File: config.mk
export PLATFORM = sky130hd
export DESIGN_NAME = run_ctrl
export DESIGN_NICKNAME = d
export VERILOG_FILES = /design/src/rtl/run_ctrl.sv
export SDC_FILE = /design/constraint.sdc
export NUM_CORES = 1
export LEC_CHECK = 0
export CORE_AREA = 2 2 120 122
export DETAILED_ROUTE_END_ITERATION = 12
export DIE_AREA = 0 0 122 124
export GPL_ROUTABILITY_DRIVEN = 0
export GPL_TIMING_DRIVEN = 0
export PLACE_DENSITY = 0.62
export RECOVER_POWER = 50
export SYNTH_ARGS = -nofsm -noshare
export SYNTH_HDL_FRONTEND = slang
export SYNTH_SLANG_ARGS = --single-unit
File: constraint.sdc
create_clock -name clk -period 3.5 [get_ports clk]
set_clock_uncertainty 0.15 [all_clocks]
set_input_delay 0.525 -clock clk [delete_from_list [all_inputs] [get_ports clk]]
set_output_delay 0.525 -clock clk [all_outputs]
set_load 0.05 [all_outputs]
File: src/rtl/run_ctrl.sv
// run_ctrl: sequences one test run of a CPU under test.
//   IDLE -> RST (cpu_reset held for RST_CYCLES) -> RUN -> DONE.
//   A run ends on abort, on a halt (HALT_REPEAT consecutive valid cycles at the
//   same PC after it was first seen), or after TIMEOUT RUN cycles. The cause is
//   latched in done / timed_out / aborted and held until the next start.
// Ports:
//   clk, reset (async, active-low)       clock and block reset
//   start, abort                         run control requests
//   pc_valid, pc_i[31:0]                 CPU program-counter observation
//   cpu_reset                            registered active-high reset to the CPU
//   running                              high in RUN
//   done, timed_out, aborted             end-of-run cause, valid in DONE
//   cycle_cnt[CNT_W-1:0]                 RUN cycles of the current/last run
//   halt_pc[31:0]                        PC that caused the halt
module run_ctrl #(
  parameter int unsigned RST_CYCLES  = 4,
  parameter int unsigned HALT_REPEAT = 8,
  parameter int unsigned TIMEOUT     = 1000,
  parameter int unsigned CNT_W       = 32
) (
  input  logic             clk,
  input  logic             reset,
  input  logic             start,
  input  logic             abort,
  input  logic             pc_valid,
  input  logic [31:0]      pc_i,
  output logic             cpu_reset,
  output logic             running,
  output logic             done,
  output logic             timed_out,
  output logic             aborted,
  output logic [CNT_W-1:0] cycle_cnt,
  output logic [31:0]      halt_pc
);

  localparam int unsigned RstW = $clog2(RST_CYCLES + 1);
  localparam int unsigned RepW = $clog2(HALT_REPEAT);

  typedef enum logic [1:0] {StIdle, StRst, StRun, StDone} state_e;

  state_e             state_q, state_d;
  logic [RstW-1:0]    rst_cnt_q, rst_cnt_d;
  logic [RepW-1:0]    rep_cnt_q, rep_cnt_d;
  logic [31:0]        last_pc_q, last_pc_d;
  logic               last_vld_q, last_vld_d;
  logic [CNT_W-1:0]   cycle_cnt_q, cycle_cnt_d;
  logic [31:0]        halt_pc_q, halt_pc_d;
  logic               done_q, done_d;
  logic               timed_out_q, timed_out_d;
  logic               aborted_q, aborted_d;
  logic               cpu_reset_q, cpu_reset_d;

  logic pc_match, halt_hit, tmo_hit;

  // last_vld_q keeps the first valid PC of a run from matching the cleared last_pc_q.
  assign pc_match = pc_valid && last_vld_q && (pc_i == last_pc_q);
  assign halt_hit = pc_match && (rep_cnt_q == RepW'(HALT_REPEAT - 1));
  assign tmo_hit  = (cycle_cnt_q == CNT_W'(TIMEOUT - 1));

  always_comb begin
    state_d     = state_q;
    rst_cnt_d   = rst_cnt_q;
    rep_cnt_d   = rep_cnt_q;
    last_pc_d   = last_pc_q;
    last_vld_d  = last_vld_q;
    cycle_cnt_d = cycle_cnt_q;
    halt_pc_d   = halt_pc_q;
    done_d      = done_q;
    timed_out_d = timed_out_q;
    aborted_d   = aborted_q;

    unique case (state_q)
      StIdle, StDone: begin
        if (start) begin
          state_d     = StRst;
          rst_cnt_d   = '0;
          rep_cnt_d   = '0;
          last_pc_d   = '0;
          last_vld_d  = 1'b0;
          cycle_cnt_d = '0;
          halt_pc_d   = '0;
          done_d      = 1'b0;
          timed_out_d = 1'b0;
          aborted_d   = 1'b0;
        end
      end
      StRst: begin
        if (abort) begin
          state_d   = StDone;
          aborted_d = 1'b1;
        end else if (rst_cnt_q == RstW'(RST_CYCLES - 1)) begin
          state_d = StRun;
        end else begin
          rst_cnt_d = rst_cnt_q + RstW'(1);
        end
      end
      StRun: begin
        if (cycle_cnt_q != '1) begin
          cycle_cnt_d = cycle_cnt_q + CNT_W'(1);
        end
        if (pc_valid) begin
          if (pc_match) begin
            // On a halt the counter is left alone so it cannot wrap.
            if (!halt_hit) rep_cnt_d = rep_cnt_q + RepW'(1);
          end else begin
            rep_cnt_d  = '0;
            last_pc_d  = pc_i;
            last_vld_d = 1'b1;
          end
        end
        if (abort) begin
          state_d   = StDone;
          aborted_d = 1'b1;
        end else if (halt_hit) begin
          state_d   = StDone;
          done_d    = 1'b1;
          halt_pc_d = pc_i;
        end else if (tmo_hit) begin
          state_d     = StDone;
          timed_out_d = 1'b1;
        end
      end
      default: state_d = StIdle;
    endcase

    // Registered from the next state so cpu_reset is glitch-free and aligned with RST.
    cpu_reset_d = (state_d == StRst);
  end

  always_ff @(posedge clk or negedge reset) begin
    if (!reset) begin
      state_q     <= StIdle;
      rst_cnt_q   <= '0;
      rep_cnt_q   <= '0;
      last_pc_q   <= '0;
      last_vld_q  <= 1'b0;
      cycle_cnt_q <= '0;
      halt_pc_q   <= '0;
      done_q      <= 1'b0;
      timed_out_q <= 1'b0;
      aborted_q   <= 1'b0;
      cpu_reset_q <= 1'b1;
    end else begin
      state_q     <= state_d;
      rst_cnt_q   <= rst_cnt_d;
      rep_cnt_q   <= rep_cnt_d;
      last_pc_q   <= last_pc_d;
      last_vld_q  <= last_vld_d;
      cycle_cnt_q <= cycle_cnt_d;
      halt_pc_q   <= halt_pc_d;
      done_q      <= done_d;
      timed_out_q <= timed_out_d;
      aborted_q   <= aborted_d;
      cpu_reset_q <= cpu_reset_d;
    end
  end

  assign cpu_reset = cpu_reset_q;
  assign running   = (state_q == StRun);
  assign done      = done_q;
  assign timed_out = timed_out_q;
  assign aborted   = aborted_q;
  assign cycle_cnt = cycle_cnt_q;
  assign halt_pc   = halt_pc_q;

endmodule

==> report_table.html, run 1 <==
<table>
<tr><th>Metric</th><th>Value</th></tr>
<tr><th colspan="2">Final layout</th></tr>
<tr><td>Share of layout cells above drive strength 1</td><td>under 10%</td></tr>
<tr><td>Leading cell types in the layout, fill and taps excluded</td><td>dfrtp_1 (108), clkdlybuf4s50_1 (75), a22o_1 (64), xor2_1 (43), nor2_1 (38)</td></tr>
<tr><td>Storage cell area</td><td>2729 sq um</td></tr>
<tr><td>Most frequent standard cell in the layout excluding fill and tap cells</td><td>dfrtp_1</td></tr>
<tr><td>Number of fill cells</td><td>around 1200</td></tr>
<tr><td>Area taken by multi-input logic gates</td><td>roughly 2500 sq um</td></tr>
<tr><td>Final instance area</td><td>7042 sq um</td></tr>
<tr><td>Layout net count</td><td>approximately 650</td></tr>
<tr><td>Number of inserted diodes</td><td>0</td></tr>
<tr><td>Number of cells in the finished layout apart from fillers</td><td>slightly below 800</td></tr>
<tr><td>Area growth from synthesis to final layout</td><td>30.01%</td></tr>
<tr><th colspan="2">Synthesis</th></tr>
<tr><td>Post-synth EDFFs</td><td>0</td></tr>
<tr><td>Leading cell types by total area after synthesis</td><td>dfrtp_1 (50%), a22o_1 (10%), xor2_1 (7.0%)</td></tr>
<tr><td>Top_reg_cell synth</td><td>dfrtp_1</td></tr>
<tr><td>Post-synth top area cell</td><td>dfrtp_1</td></tr>
<tr><td>Netlist Area Pre-Place</td><td>5416 sq um</td></tr>
<tr><td>Synthesized net count</td><td>roughly 530</td></tr>
<tr><td>Fraction of the yosys area taken by sequential cells</td><td>around half</td></tr>
<tr><td>Cell count after synthesis</td><td>around 490</td></tr>
<tr><td>Avg Inst Size Synth</td><td>between 10 and 15 sq um</td></tr>
<tr><td>Number of synthesis warnings</td><td>0</td></tr>
<tr><td>Count of state elements after synthesis</td><td>109</td></tr>
<tr><td>Ys async rst share</td><td>between 90% and 100%</td></tr>
<tr><td>Synth top area share</td><td>about half</td></tr>
<tr><td>Count of different cell masters after synthesis</td><td>54</td></tr>
<tr><th colspan="2">Floorplan</th></tr>
<tr><td>Die Ht</td><td>roughly 120 um</td></tr>
<tr><td>Horizontal die dimension</td><td>~120 um</td></tr>
<tr><td>Total core area</td><td>13720 sq um</td></tr>
<tr><td>Initial cell density of the core</td><td>between 30% and 40%</td></tr>
<tr><td>Area enclosed by the die boundary</td><td>approximately 15000 sq um</td></tr>
<tr><td>Number of core rows</td><td>43</td></tr>
<tr><td>Count of boundary I/O pins</td><td>~110</td></tr>
<tr><th colspan="2">Run status</th></tr>
<tr><td>Violated checks</td><td>capacitance limit, slew limit</td></tr>
<tr><td>Outcome</td><td>finished, violations left</td></tr>
<tr><th colspan="2">Critical path</th></tr>
<tr><td>Arrival time at the worst endpoint</td><td>between 2 and 3 ns</td></tr>
<tr><td>Type of the setup path with the least slack</td><td>flop to flop</td></tr>
<tr><td>Worst-case register-to-register setup slack</td><td>0.64 ns</td></tr>
<tr><td>Count of buffer and inverter cells on the critical path</td><td>4</td></tr>
<tr><td>Capturing element type of the critical path</td><td>flop</td></tr>
<tr><td>Stage delay of the slowest cell on the critical path</td><td>0.51 ns</td></tr>
<tr><td>Critical path's top delay family</td><td>buffers and inverters</td></tr>
<tr><td>Crit path required time</td><td>~3.6 ns</td></tr>
<tr><td>Library cell contributing the largest single delay on the critical path</td><td>o21ai_1</td></tr>
<tr><td>Category of the worst setup path launch point</td><td>flop</td></tr>
<tr><td>Dominant cell type by count on the critical path</td><td>inv_1</td></tr>
<tr><td>Critical Path, Cell by Cell</td><td>inv_1, ha_1, clkbuf_1, inv_1, o21ai_1, nor3_1, buf_2, a22o_1</td></tr>
<tr><td>Worst-path fanout max</td><td>10</td></tr>
<tr><th colspan="2">Timing</th></tr>
<tr><td>Max transition margin</td><td>-67.38%</td></tr>
<tr><td>Count of final max-slew check failures</td><td>44</td></tr>
<tr><td>Final worst path period share</td><td>around four fifths</td></tr>
<tr><td>Number of hold-slack violations in the final timing report</td><td>0</td></tr>
<tr><td>Setup violation total in the final timing report</td><td>0</td></tr>
<tr><td>Tmin final</td><td>~2.9 ns</td></tr>
<tr><td>Highest attainable clock frequency</td><td>approximately 350 MHz</td></tr>
<tr><td>Transition time of the tightest slew-check pin</td><td>approximately 2.5 ns</td></tr>
<tr><td>RSZ-0062 raised after global routing</td><td>false</td></tr>
<tr><th colspan="2">Power</th></tr>
<tr><td>Pwr per Cell Area</td><td>approximately 600 nW/um^2</td></tr>
<tr><td>Static leakage</td><td>about 3.2 nW</td></tr>
<tr><td>Maximum vdd drop</td><td>255.8 uV</td></tr>
<tr><th colspan="2">Placed design</th></tr>
<tr><td>Cell total after placement</td><td>approximately 770</td></tr>
<tr><td>Half-perimeter wire length after placement</td><td>10260 um</td></tr>
<tr><td>Number of I/O port buffers</td><td>105</td></tr>
<tr><td>Standard cell area after detailed placement</td><td>between 6000 and 7000 sq um</td></tr>
<tr><th colspan="2">Global route</th></tr>
<tr><td>Number of antenna violations at the first check in global routing</td><td>0</td></tr>
<tr><td>Global-route wire length before repair</td><td>approximately 23000 um</td></tr>
<tr><td>Number of global-route vias before repair</td><td>~4400</td></tr>
<tr><td>Global-route congestion overflow total</td><td>0</td></tr>
<tr><td>Maximum number of pins on one net before global-route repair</td><td>67</td></tr>
<tr><td>GR Util All Layers</td><td>between 15 and 20%</td></tr>
<tr><th colspan="2">Flow run</th></tr>
<tr><td>Max-Cap Viols</td><td>1</td></tr>
<tr><th colspan="2">Detailed routing</th></tr>
<tr><td>Antenna viol nets, final</td><td>0</td></tr>
<tr><td>Number of DRC markers after the initial detailed-route iteration</td><td>a little under 300</td></tr>
<tr><td>Vias per cell</td><td>about 5.5</td></tr>
<tr><td>DR pass1 iterations</td><td>4</td></tr>
<tr><td>Number of DRC violations after detailed routing</td><td>0</td></tr>
<tr><td>Wire length after detailed routing</td><td>14050 um</td></tr>
<tr><td>Routed wirelength normalized by instance count</td><td>between 15 and 20 um</td></tr>
<tr><td>Vias</td><td>around 4300</td></tr>
<tr><th colspan="2">Clock network</th></tr>
<tr><td>Buffer cell driving the clock tree root</td><td>clkbuf_16</td></tr>
<tr><td>Clock-pin slew on the worst setup and hold paths</td><td>approximately 0.070 ns</td></tr>
<tr><td>Maximum count of clock buffers along a single path</td><td>2</td></tr>
<tr><td># Post-CTS Setup Buffers</td><td>0</td></tr>
<tr><td>Total CTS buffers</td><td>9</td></tr>
<tr><td># H-tree levels</td><td>3</td></tr>
<tr><td>Clock latency reported for the late side of the worst-skew pair</td><td>0.36 ns</td></tr>
<tr><td>Hold-fix buffers, CTS</td><td>0</td></tr>
<tr><td>Clock Sink Count</td><td>approximately 110</td></tr>
<tr><td>Resize count post-CTS</td><td>0</td></tr>
<tr><td>CTS tree</td><td>built</td></tr>
<tr><th colspan="2">Hold path</th></tr>
<tr><td>Worst Hold Class</td><td>flop to flop</td></tr>
</table>
[sequential cells by signal (all words and copies together), names as in the netlist, 2 cells and up]
signal and count:
cycle_cnt 32, halt_pc 32, last_pc_q 32, rep_cnt_q 3, rst_cnt_q 3, state_q 2
[area by class of cell]
| cell class | instances | area share [%] |
|---|---|---|
| clock inverter | 5 | 1.173 |
| timing repair buffer | 106 | 15.23 |
| multi-input combinational | 349 | 35.23 |
| buffer | 21 | 2.345 |
| clock buffer | 11 | 3.589 |
| tap | 180 | 3.198 |
| inverter | 9 | 0.4797 |
| sequential | 109 | 38.75 |
[synth_stat cells, types with 7 or more instances]
cell and count:
ha_1 7, o21ai_0 12, nand3_1 25, xor2_1 43, a22o_1 64, inv_1 9
and3_1 12, nor3_1 10, nor2b_1 9, nor2_1 38, and4_1 8, nor4_1 10
nand4_1 13, a21oi_1 12, xnor2_1 8, nand2_1 21, dfrtp_1 108
[power by group]
| group | internal [mW] | switching, mW |
|---|---|---|
| sequential | 1.46 | 0.143 |
| clock | 0.667 | 0.478 |
| combinational | 0.544 | 0.920 |
| total | 2.67 | 1.54 |
[per-layer routing]
layer / routed length, um / share of wire [%] / global-route usage [%] / vias up
met2: 6588 / 47 / 30.27 / 105
met4: 262 / 1.9 / 7.543 / 0
li1: - / - / - / 2043
met5: 0 / 0 / 0 / -
met3: 583 / 4.1 / 3.251 / 17
met1: 6617 / 47 / 27.50 / 2173
[worst paths after layout]
kind,start,end,depth (start not counted)
min in group asynchronous,reset,cycle_cnt[21]$_DFFE_PN0P_,1
hold / removal,rst_cnt_q[2]$_DFFE_PN0P_,rst_cnt_q[2]$_DFFE_PN0P_,2
hold reg to reg,rst_cnt_q[2]$_DFFE_PN0P_,rst_cnt_q[2]$_DFFE_PN0P_,2
max in group asynchronous,reset,cycle_cnt[31]$_DFFE_PN0P_,1
setup / recovery,state_q[0]$_DFF_PN0_,last_pc_q[16]$_DFFE_PN0P_,8
setup reg to reg,state_q[0]$_DFF_PN0_,last_pc_q[16]$_DFFE_PN0P_,8
[cell families (layout without fill, tap and decap cells)]
family,count (synthesis),in the layout,synth area share [%]
multiplexers,2,2,0.4158
adder cells (fa/ha/maj),7,7,1.617
AO/OA/AOI/OAI,107,107,15.50
XOR/XNOR,51,51,8.247
flip-flops,109,109,50.38
AND/OR/NAND/NOR,182,182,20.03
buffers and inverters,30,152,3.811
[worst reg2reg max path, cell delays in order (launching register included)]
cell and delay [ns]:
dfrtp_1 0.43, inv_1 0.08, ha_1 0.24, clkbuf_1 0.40, inv_1 0.25, o21ai_1 0.52
nor3_1 0.22, buf_2 0.25, a22o_1 0.20
[through the flow]
stage | total power [mW] | utilization, % | hold slack [ns] | TNS (ns) | setup slack (ns)
final | 4.212 | 51.33 | 0.3389 | 0 | 0.6400
after global routing | 4.451 | 51.33 | 0.3712 | 0 | 0.4221
after CTS | 4.251 | 51.41 | 0.03884 | 0 | 0.7159
after detailed placement | 3.104 | 48.96 | 0.3227 | 0 | 0.4251
after global placement | 3.054 | 48.78 | 0.3122 | -258.96 | -2.399
after floorplan | 2.634 | - | 0.07941 | 0 | 1.018
Note: power is estimated with default switching activity, not from simulation.
==> run 2: changes to the inputs <==
- clock period: 3.5 -> 2.7 ns (I/O delays scaled with it)
==> run 2 against run 1 <==
  * The flow now finishes without violations
  * Largest cell class unchanged
  * Via count unchanged
  * Count of clock-buffer cells in the layout unchanged
  * Sequential power up 30%
==> report_table.html, run 2 (synthesized netlist as in run 1, its figures left out) <==
<table>
<tr><th>Metric</th><th>Value</th></tr>
<tr><th colspan="2">Critical path</th></tr>
<tr><td>Arrival time at the worst endpoint</td><td>2.70 ns</td></tr>
<tr><td>Crit path required time</td><td>roughly 2.8 ns</td></tr>
<tr><td>Worst-path fanout max</td><td>10</td></tr>
<tr><td>Count of buffer and inverter cells on the critical path</td><td>3</td></tr>
<tr><td>Category of the worst setup path launch point</td><td>primary input</td></tr>
<tr><td>Stage delay of the slowest cell on the critical path</td><td>0.49 ns</td></tr>
<tr><td>Library cell contributing the largest single delay on the critical path</td><td>clkdlybuf4s50_1</td></tr>
<tr><td>Type of the setup path with the least slack</td><td>primary input to flop</td></tr>
<tr><td>Critical Path, Cell by Cell</td><td>clkdlybuf4s50_1, xor2_1, nor4_1, nand4_1, nor4_2, nor3_2, buf_4, buf_2, a22o_1</td></tr>
<tr><td>Critical path's top delay family</td><td>simple AND/OR/NAND/NOR gates</td></tr>
<tr><td>Capturing element type of the critical path</td><td>flop</td></tr>
<tr><th colspan="2">Placed design</th></tr>
<tr><td>Number of I/O port buffers</td><td>approximately 110</td></tr>
<tr><td>Worst-case setup slack after placement</td><td>-0.2549 ns</td></tr>
<tr><td>Cell total after placement</td><td>approximately 770</td></tr>
<tr><td>Half-perimeter wire length after placement</td><td>about 10000 um</td></tr>
<tr><th colspan="2">Timing</th></tr>
<tr><td>Transition time of the tightest slew-check pin</td><td>1.160 ns</td></tr>
<tr><td>Final worst path period share</td><td>between 90 and 100%</td></tr>
<tr><td>Max transition margin</td><td>22.67%</td></tr>
<tr><td>Smallest hold slack</td><td>between 0.3 and 0.4 ns</td></tr>
<tr><td>Tmin final</td><td>2.609 ns</td></tr>
<tr><td>Final setup margin</td><td>0.09123 ns</td></tr>
<tr><td>Count of final max-slew check failures</td><td>0</td></tr>
<tr><td>Number of hold-slack violations in the final timing report</td><td>0</td></tr>
<tr><td>Setup violation total in the final timing report</td><td>0</td></tr>
<tr><td>Highest attainable clock frequency</td><td>about 380 MHz</td></tr>
<tr><th colspan="2">Power</th></tr>
<tr><td>Maximum vdd drop</td><td>between 300 and 400 uV</td></tr>
<tr><td>Pwr per Cell Area</td><td>773.2 nW/um^2</td></tr>
<tr><td>Post-layout power</td><td>5.478 mW</td></tr>
<tr><td>Static leakage</td><td>roughly 3.2 nW</td></tr>
<tr><th colspan="2">Final layout</th></tr>
<tr><td>Leading cell types in the layout, fill and taps excluded</td><td>dfrtp_1 (108), clkdlybuf4s50_1 (79), a22o_1 (64), xor2_1 (43), nor2_1 (38)</td></tr>
<tr><td>Area growth from synthesis to final layout</td><td>30.82%</td></tr>
<tr><td>Number of fill cells</td><td>approximately 1200</td></tr>
<tr><td>Number of inserted diodes</td><td>0</td></tr>
<tr><td>Layout net count</td><td>between 600 and 700</td></tr>
<tr><td>Most frequent standard cell in the layout excluding fill and tap cells</td><td>dfrtp_1</td></tr>
<tr><td>Number of cells in the finished layout apart from fillers</td><td>792</td></tr>
<tr><td>Final core utilization</td><td>between 50% and 60%</td></tr>
<tr><td>Share of layout cells above drive strength 1</td><td>about a tenth</td></tr>
<tr><th colspan="2">Floorplan</th></tr>
<tr><td>Total core area</td><td>13720 sq um</td></tr>
<tr><td>Count of boundary I/O pins</td><td>106</td></tr>
<tr><td>Die Ht</td><td>about 120 um</td></tr>
<tr><td>Number of core rows</td><td>43</td></tr>
<tr><td>Horizontal die dimension</td><td>~120 um</td></tr>
<tr><td>Area enclosed by the die boundary</td><td>between 15000 and 20000 sq um</td></tr>
<tr><td>Initial cell density of the core</td><td>between 30% and 40%</td></tr>
<tr><th colspan="2">Global route</th></tr>
<tr><td>Number of antenna violations at the first check in global routing</td><td>0</td></tr>
<tr><td>Met2 Resource Use GR</td><td>approximately 30%</td></tr>
<tr><td>Number of global-route vias before repair</td><td>between 4000 and 5000</td></tr>
<tr><td>Global-route congestion overflow total</td><td>0</td></tr>
<tr><td>Global-route wire length before repair</td><td>around 23000 um</td></tr>
<tr><td>Met3 usage in global routing</td><td>under 10%</td></tr>
<tr><td>Maximum number of pins on one net before global-route repair</td><td>67</td></tr>
<tr><td>Met1 capacity usage during global routing</td><td>27.50%</td></tr>
<tr><td>GRT Max-Usage Layer</td><td>met2</td></tr>
<tr><td>GR Util All Layers</td><td>between 10% and 20%</td></tr>
<tr><th colspan="2">Clock network</th></tr>
<tr><td>Clock latency reported for the late side of the worst-skew pair</td><td>approximately 0.35 ns</td></tr>
<tr><td># H-tree levels</td><td>3</td></tr>
<tr><td>Clock-pin slew on the worst setup and hold paths</td><td>about 0.070 ns</td></tr>
<tr><td>Buffer cell driving the clock tree root</td><td>clkbuf_16</td></tr>
<tr><td>Total CTS buffers</td><td>9</td></tr>
<tr><td>CTS tree</td><td>built</td></tr>
<tr><td>Clock Sink Count</td><td>around 110</td></tr>
<tr><td>Maximum count of clock buffers along a single path</td><td>2</td></tr>
<tr><th colspan="2">Detailed routing</th></tr>
<tr><td>Antenna viol nets, final</td><td>0</td></tr>
<tr><td>Number of DRC markers after the initial detailed-route iteration</td><td>255</td></tr>
<tr><td>DR pass1 iterations</td><td>4</td></tr>
<tr><td>Vias</td><td>4338</td></tr>
<tr><td>Wire length after detailed routing</td><td>~14000 um</td></tr>
<tr><td>Routed wirelength normalized by instance count</td><td>roughly 18 um</td></tr>
<tr><td>Number of DRC violations after detailed routing</td><td>0</td></tr>
<tr><td>Vias per cell</td><td>5.477</td></tr>
<tr><th colspan="2">Flow run</th></tr>
<tr><td>Max-Cap Viols</td><td>0</td></tr>
<tr><th colspan="2">Run status</th></tr>
<tr><td>Outcome</td><td>completed</td></tr>
<tr><th colspan="2">Hold path</th></tr>
<tr><td>Worst Hold Class</td><td>flop to flop</td></tr>
</table>
## run 2: area by class of cell
cell class / instances / area (sq um) / share of cell area [%]
Sequential cell: 109 / 2729 / 38.51
Tap cell: 180 / 225.2 / 3.179
Timing Repair Buffer: 108 / 1091 / 15.40
Multi-Input combinational cell: 349 / 2499 / 35.26
Clock inverter: 5 / 82.58 / 1.165
Buffer: 21 / 172.7 / 2.437
Clock buffer: 11 / 252.7 / 3.567
Inverter: 9 / 33.78 / 0.4768
## run 2: metal layers
layer / part of all wire (%) / wire (um)
met1: 46 / 6515
met4: 1.8 / 255
met5: 0 / 0
met2: 47 / 6579
met3: 5.0 / 704
## run 2: repair_timing
item,CTS,global route
resized for setup,1,2
setup endpoints to repair,30,39
pin swaps,0,4
endpoints found under the hold margin,42,0
buffers inserted,0,1
hold buffers,1,0
## run 2: worst register-to-register path: stages (launching register included)
cell	delay (ns)
dfrtp_1	0.43
inv_1	0.07
ha_1	0.40
mux2_2	0.36
and2_1	0.25
nand4_1	0.29
or3_1	0.41
a21oi_1	0.14
## run 2: where the power goes
group | internal, mW | switching [mW]
logic | 0.722 | 1.19
registers | 1.89 | 0.186
clock network | 0.864 | 0.619
## run 2: worst paths after layout
path | startpoint | to | slack (ns) | cells after the start
setup / recovery | pc_i[7] | last_pc_q[16]$_DFFE_PN0P_ | 0.09 | 9
hold / removal | rst_cnt_q[2]$_DFFE_PN0P_ | rst_cnt_q[2]$_DFFE_PN0P_ | 0.34 | 2
setup reg to reg | state_q[0]$_DFF_PN0_ | cycle_cnt[26]$_DFFE_PN0P_ | 0.14 | 7
hold reg to reg | rst_cnt_q[2]$_DFFE_PN0P_ | rst_cnt_q[2]$_DFFE_PN0P_ | 0.34 | 2
max in group asynchronous | reset | halt_pc[17]$_DFFE_PN0P_ | 0.84 | 3
min in group asynchronous | reset | cycle_cnt[21]$_DFFE_PN0P_ | 0.66 | 2
## run 2: metrics by stage
| step | setup TNS [ns] | area (sq um) |
|---|---|---|
| 5_1_grt | -0.01168 | 7086 |
| 2_1_floorplan | 0 | 5416 |
| 4_1_cts | 0 | 7068 |
| 6_report | 0 | 7086 |
| 3_3_place_gp | -345.69 | 6693 |
| 3_5_place_dp | -13.08 | 6718 |
